[config.mk]
export PLATFORM = sky130hd
export DESIGN_NAME = rx_handshake_arb
export DESIGN_NICKNAME = d
export VERILOG_FILES = /design/src/rtl/rx_handshake_arb.sv
export SDC_FILE = /design/constraint.sdc
export NUM_CORES = 1
export LEC_CHECK = 0
export ABC_AREA = 1
export ABC_CLOCK_PERIOD_IN_PS = 4000
export CAP_MARGIN = 10
export CORE_AREA = 2 2 91 93
export CTS_BUF_LIST = sky130_fd_sc_hd__clkbuf_16
export CTS_CLUSTER_DIAMETER = 150
export DETAILED_ROUTE_END_ITERATION = 8
export DIE_AREA = 0 0 93 95
export HOLD_SLACK_MARGIN = 0.02
export PLACE_DENSITY = 0.64
export SETUP_SLACK_MARGIN = 0.02
export SLEW_MARGIN = 20
export SYNTH_ARGS = -nofsm -noshare
export SYNTH_HDL_FRONTEND = slang
export SYNTH_SLANG_ARGS = --single-unit
[constraint.sdc]
create_clock -name clk -period 4 [get_ports clk]
set_clock_uncertainty 0.2 [all_clocks]
set_input_delay 0.8 -clock clk [delete_from_list [all_inputs] [get_ports clk]]
set_output_delay 0.8 -clock clk [all_outputs]
set_load 0.01 [all_outputs]
[src/rtl/rx_handshake_arb.sv]
// rx_handshake_arb_fifo: small synchronous FIFO that buffers {channel, word} entries.
// Latency: a push is visible at head_dat and in count on the next cycle.
// Backpressure: a push is ignored while full, even if a pop happens in the same cycle.
// Ports: clk/rst (sync, active high), push/push_dat (write tail), pop (advance head),
//        head_dat (oldest entry, valid when count != 0), count (occupancy 0..DEPTH).
module rx_handshake_arb_fifo #(
    parameter int W     = 10,
    parameter int DEPTH = 4
) (
    input  logic                     clk,
    input  logic                     rst,
    input  logic                     push,
    input  logic [W-1:0]             push_dat,
    input  logic                     pop,
    output logic [W-1:0]             head_dat,
    output logic [$clog2(DEPTH):0]   count
);
    localparam int PTR_W = $clog2(DEPTH);
    localparam int CNT_W = PTR_W + 1;

    logic [W-1:0]     mem [DEPTH];
    logic [PTR_W-1:0] wr_ptr;
    logic [PTR_W-1:0] rd_ptr;
    logic             do_push;
    logic             do_pop;

    // The push test looks only at the current count, so a full FIFO refuses a push
    // even when a pop frees a slot on the same edge.
    assign do_push  = push && (count != CNT_W'(DEPTH));
    assign do_pop   = pop && (count != '0);
    assign head_dat = mem[rd_ptr];

    always_ff @(posedge clk) begin
        if (rst) begin
            wr_ptr <= '0;
            rd_ptr <= '0;
            count  <= '0;
        end else begin
            if (do_push) begin
                wr_ptr <= wr_ptr + 1'b1;
            end
            if (do_pop) begin
                rd_ptr <= rd_ptr + 1'b1;
            end
            case ({do_push, do_pop})
                2'b10:   count <= count + 1'b1;
                2'b01:   count <= count - 1'b1;
                default: count <= count;
            endcase
        end
    end

    // Storage needs no reset: entries are only read once count says they were written.
    always_ff @(posedge clk) begin
        if (do_push) begin
            mem[wr_ptr] <= push_dat;
        end
    end
endmodule

// rx_handshake_arb: terminates NUM_CH RX valid/ready handshakes, round-robin admits one word per cycle into a FIFO, drains as tagged pulses.
// Latency: grant in cycle n -> fifo_count up in n+1 -> rx_has_data pulse in n+2 (rc_ready high in n+1).
// Backpressure: no grant while the FIFO is full (waiting channels keep ready high); no pop while rc_ready is low.
// Ports: clk/rst (sync, active high); RX_Data_Valid/RX_Data in, RX_Data_Ready out (1->0 fall = ack);
//        rc_ready in; rx_has_data/rx_data/rx_ch out (registered); fifo_count out (occupancy).
module rx_handshake_arb #(
    parameter int NUM_CH     = 4,
    parameter int DATA_W     = 8,
    parameter int FIFO_DEPTH = 4
) (
    input  logic                           clk,
    input  logic                           rst,
    input  logic [NUM_CH-1:0]              RX_Data_Valid,
    input  logic [NUM_CH*DATA_W-1:0]       RX_Data,
    output logic [NUM_CH-1:0]              RX_Data_Ready,
    input  logic                           rc_ready,
    output logic                           rx_has_data,
    output logic [DATA_W-1:0]              rx_data,
    output logic [$clog2(NUM_CH)-1:0]      rx_ch,
    output logic [$clog2(FIFO_DEPTH):0]    fifo_count
);
    localparam int CH_W  = $clog2(NUM_CH);
    localparam int CNT_W = $clog2(FIFO_DEPTH) + 1;
    localparam int SUM_W = CH_W + 1;
    localparam int ENT_W = CH_W + DATA_W;

    typedef enum logic [1:0] {
        ST_RST  = 2'd0,
        ST_WAIT = 2'd1,
        ST_XFER = 2'd2
    } ch_state_t;

    ch_state_t         st_q [NUM_CH];
    ch_state_t         st_d [NUM_CH];
    logic [NUM_CH-1:0] req;
    logic [NUM_CH-1:0] gnt;
    logic              gnt_vld;
    logic [CH_W-1:0]   gnt_ch;
    logic [CH_W-1:0]   rr_ptr;
    logic [SUM_W-1:0]  sum;
    logic [CH_W-1:0]   idx;
    logic              fifo_full;
    logic              pop;
    logic [DATA_W-1:0] cap_dat;
    logic [ENT_W-1:0]  push_dat;
    logic [ENT_W-1:0]  head_dat;

    // ------------------------------------------------------------------
    // Per-channel handshake FSMs
    // ------------------------------------------------------------------
    always_ff @(posedge clk) begin
        if (rst) begin
            for (int i = 0; i < NUM_CH; i++) begin
                st_q[i] <= ST_RST;
            end
        end else begin
            for (int i = 0; i < NUM_CH; i++) begin
                st_q[i] <= st_d[i];
            end
        end
    end

    // Ready and request depend only on registered state (plus valid for req), kept
    // apart from the next-state logic so the grant path does not loop back on itself.
    always_comb begin
        RX_Data_Ready = '0;
        req           = '0;
        for (int i = 0; i < NUM_CH; i++) begin
            if (st_q[i] == ST_WAIT) begin
                RX_Data_Ready[i] = 1'b1;
                req[i]           = RX_Data_Valid[i];
            end
        end
    end

    always_comb begin
        for (int i = 0; i < NUM_CH; i++) begin
            st_d[i] = st_q[i];
            case (st_q[i])
                // A valid left high across reset belongs to an abandoned transfer;
                // wait for it to clear before offering ready.
                ST_RST: begin
                    if (!RX_Data_Valid[i]) begin
                        st_d[i] = ST_WAIT;
                    end
                end
                ST_WAIT: begin
                    if (gnt[i]) begin
                        st_d[i] = ST_XFER;
                    end
                end
                ST_XFER: begin
                    if (!RX_Data_Valid[i]) begin
                        st_d[i] = ST_WAIT;
                    end
                end
                default: st_d[i] = ST_RST;
            endcase
        end
    end

    // ------------------------------------------------------------------
    // Round-robin arbiter: search from rr_ptr upward, wrapping at NUM_CH.
    // ------------------------------------------------------------------
    assign fifo_full = (fifo_count == CNT_W'(FIFO_DEPTH));

    always_comb begin
        gnt_vld = 1'b0;
        gnt_ch  = '0;
        gnt     = '0;
        sum     = '0;
        idx     = '0;
        if (!fifo_full) begin
            for (int k = 0; k < NUM_CH; k++) begin
                // rr_ptr and k are both below NUM_CH, so one subtraction wraps it.
                sum = {1'b0, rr_ptr} + SUM_W'(k);
                if (sum >= SUM_W'(NUM_CH)) begin
                    sum = sum - SUM_W'(NUM_CH);
                end
                idx = sum[CH_W-1:0];
                if (!gnt_vld && req[idx]) begin
                    gnt_vld = 1'b1;
                    gnt_ch  = idx;
                end
            end
        end
        if (gnt_vld) begin
            gnt = NUM_CH'(1) << gnt_ch;
        end
    end

    always_ff @(posedge clk) begin
        if (rst) begin
            rr_ptr <= '0;
        end else if (gnt_vld) begin
            rr_ptr <= (gnt_ch == CH_W'(NUM_CH - 1)) ? '0 : gnt_ch + 1'b1;
        end
    end

    // ------------------------------------------------------------------
    // Capture into the FIFO and drain to the router core
    // ------------------------------------------------------------------
    always_comb begin
        cap_dat = '0;
        for (int i = 0; i < NUM_CH; i++) begin
            if (gnt[i]) begin
                cap_dat = RX_Data[i*DATA_W +: DATA_W];
            end
        end
    end

    assign push_dat = {gnt_ch, cap_dat};
    assign pop      = (fifo_count != '0) && rc_ready;

    rx_handshake_arb_fifo #(
        .W     (ENT_W),
        .DEPTH (FIFO_DEPTH)
    ) u_fifo (
        .clk      (clk),
        .rst      (rst),
        .push     (gnt_vld),
        .push_dat (push_dat),
        .pop      (pop),
        .head_dat (head_dat),
        .count    (fifo_count)
    );

    // rx_data/rx_ch hold the last delivered word between pulses.
    always_ff @(posedge clk) begin
        if (rst) begin
            rx_has_data <= 1'b0;
            rx_data     <= '0;
            rx_ch       <= '0;
        end else begin
            rx_has_data <= pop;
            if (pop) begin
                rx_ch   <= head_dat[ENT_W-1:DATA_W];
                rx_data <= head_dat[DATA_W-1:0];
            end
        end
    end
endmodule
==> impl_metrics.csv <==
group,metric,value,unit
timing,fin_crit,3.456,ns
cts,cts.sinks,68,
cells_and_area,final_nets,514,
grt,grt_pass1_vias,2626,
cts,clock_latency,0.32,ns
cts,clock_path_buffers,2,
synthesis,synth_area_leader_cell,"edfxtp_1",
synthesis,synth_fp_nets,459,
floorplanning,num_rows,33,
synthesis,synth.top_cell.area_share,0.3471,
power,p_leak,1.832,nW
timing,rsz0062_at_grt,"false",
route,drtAntennaViolNets,0,
synthesis,syn_area_per_cell,8.441,um2
timing,setup-violations-final,0,
cells_and_area,num_antenna_cells,0,
cells_and_area,syn_to_final_growth,28.63,%
power,power.density,957.6,nW/um2
cts,cts_resized,0,
floorplanning,dieArea,8835,um2
timing,finalHoldViolations,0,
floorplanning,dieWidth,93,um
power,internal_power,2.539,mW
setup_path,cp-start-kind,"primary input",
cts,clk_pin_slew,0.06,ns
timing,fin_hold_ws,0.2998,ns
synthesis,synth_area,3461,um2
setup_path,reg2reg_from,"rr_ptr[0]$_SDFFE_PP0P_",
synthesis,synth-edff-count,40,
cts,cts_tree,"done",
outcome,status,"finished, final reports clean",
synthesis,netlist_top_cells_area,"edfxtp_1 (35%), dfxtp_1 (16%), nor2_1 (6.8%), inv_1 (5.7%), o21ai_0 (5.6%)",
power,switching_share,0.4043,
cells_and_area,final_common_cell,"nor2_1",
hold_path,min_path_type,"reg2reg",
cts,cts_max_level,3,
synthesis,ys_types,29,
route,vias,2879,
synthesis,ys_async_sr_fraction,0,
synthesis,synth-main-ff-cell,"edfxtp_1",
cells_and_area,final_layout_size_suffix_gt1_frac,0.09787,
floorplanning,top_level_ports,57,
timing,finalCritPeriodShare,0.8640,
cts,clockRootBuffer,"clkbuf_16",
power,seq_power_share,0.330,
setup_path,crit_top_cell,"nand2_1",
synthesis,ys_seq_area_frac,0.5090,
setup_path,worstPathArrival,3.31,ns
power,p_switching,1.724,mW
cts,numCtsBuffers,9,
power,peakVddDrop,362.7,uV
place,io_buffers,56,
cells_and_area,layout_common_cells,"nor2_1 (63), clkdlybuf4s50_1 (56), inv_1 (53)",
floorplanning,core,7928,um2
timing,drv_slew,0,
setup_path,cp_max_fo,10,
route,routed_via_density,5.007,
setup_path,cp.required,3.85,ns
place,finalWeightedCongestion,0.8999,
floorplanning,start_util,0.4366,
setup_path,cpPeakStageDelay,0.45,ns
route,drtIter0Drc,172,
cells_and_area,fin_util,0.5616,
route,wirelength,7624,um
cells_and_area,final_cells,575,
hold_path,worstHoldStart,"st_q[1][1]$_SDFFE_PP0P_",
cts,cts_setup_buffers,0,
power,comb_power_share,0.464,
setup_path,worstSetupEndpointType,"flip-flop",
synthesis,ys_ff_latch,68,
grt,grt-ovfl-total,0,
setup_path,worstSetupPathType,"in2reg",
timing,max_freq,289.4,MHz
synthesis,synthCells,410,
route,firstDrtPassIters,5,
setup_path,crit_chain,"clkdlybuf4s50_1, nand4_1, nand2_1, o21ai_2, inv_1, nor2_1, nand3_1, nand2_1, nand2_1, nor2_2, inv_1, ha_1, nand4_1, nand3_1, nand2_1, nand2_1",
setup_path,slowest_stage,"clkdlybuf4s50_1",
grt,grt_usage,0.1922,
route,drc,0,
route,post_drt_wl_per_cell,13.26,um
power,clock_power_share,0.207,
setup_path,worstSetupStartpoint,"RX_Data_Valid[1]",
power,total_power,4.263,mW
grt,grt_first_pass_wirelength,13220,um
timing,worst_pin_slew,0.7421,ns
cts,hold_buffers,0,
grt,grt_max_degree,29,
flow_run,drv_cap,0,
timing,final.setup.tns,0,ns
place,dp_cells,559,
place,place_hpwl,5307,um
floorplanning,die_h,95,um
grt,antenna_found_initial,0,
synthesis,yosysWarnings,0,
timing,slew_headroom,0.5046,
sequential cells by signal, summed over array words and instances, names as in the netlist:
register,flops
rx_has_data,1
u_fifo.mem,40
u_fifo.count,3
rr_ptr,2
rx_data,8
u_fifo.rd_ptr,2
st_q,8
u_fifo.wr_ptr,2
rx_ch,2
cell families after synthesis:
| kind of cell | synth area share |
|---|---|
| AO/OA/AOI/OAI | 0.1067 |
| flip-flops | 0.5090 |
| adder cells (fa/ha/maj) | 0.03832 |
| buffers and inverters | 0.09400 |
| AND/OR/NAND/NOR | 0.2520 |
stage by stage:
stage / worst slack, ns / instance area (um2)
after floorplan: 0.8765 / 3461
after CTS: 0.5771 / 4452
final: 0.5442 / 4452
after global placement: 0.3336 / 4109
after global routing: 0.2321 / 4452
after detailed placement: 0.2335 / 4109
Yosys cell counts, types with 3 or more instances:
library cell  count
nor2_1           63
inv_1            53
nand2_1          46
edfxtp_1         40
o21ai_0          39
nand4_1          31
dfxtp_1          28
nand3_1          27
a21oi_1          17
clkbuf_1         12
a31oi_1          10
ha_1              9
inv_2             6
nand2_2           5
or2_2             4
buf_6             3
critical path, delay by kind of cell:
kind                       cells  cell delay, ns
and+or+nand+nor               11            1.26
buffers and inverters          3            0.63
adders and majority gates      1            0.36
AOI/OAI and AO/OA              1            0.23
power by group through the flow:
stage	Sequential, mW	Combinational [mW]	Clock (mW)
after floorplan	1.39	1.43	0
after global placement	1.42	1.94	0
after detailed placement	1.42	1.98	0
after CTS	1.41	1.99	0.898
after global routing	1.44	2.27	0.938
final	1.41	1.98	0.882
per-layer routing:
metal | wire [um] | share of wire | track usage | up-vias
met5 | 0 | 0 | 0 | -
met4 | 78 | 0.010 | 0.06005 | 0
met3 | 342 | 0.045 | 0.04150 | 7
met2 | 3529 | 0.46 | 0.2941 | 82
met1 | 3673 | 0.48 | 0.2735 | 1294
li1 | - | - | - | 1496
final timing paths:
kind                                                    to  slack, ns  cells after the start
worst max-delay path            u_fifo.mem[3][5]$_DFFE_PP_       0.54                     16
worst min-delay path               st_q[1][1]$_SDFFE_PP0P_       0.30                      2
worst max register to register  u_fifo.mem[3][5]$_DFFE_PP_       0.82                     18
worst min register to register     st_q[1][1]$_SDFFE_PP0P_       0.30                      2
area by class of cell:
type | count | area (um2)
Clock buffer | 10 | 250.2
Clock inverter | 6 | 92.59
Fill cell | 729 | 3476
Inverter | 59 | 221.5
Multi-Input combinational cell | 263 | 1374
Sequential cell | 68 | 1762
Tap cell | 105 | 131.4
Timing Repair Buffer | 64 | 620.6
No activity file was read; power rests on OpenSTA's default activity.
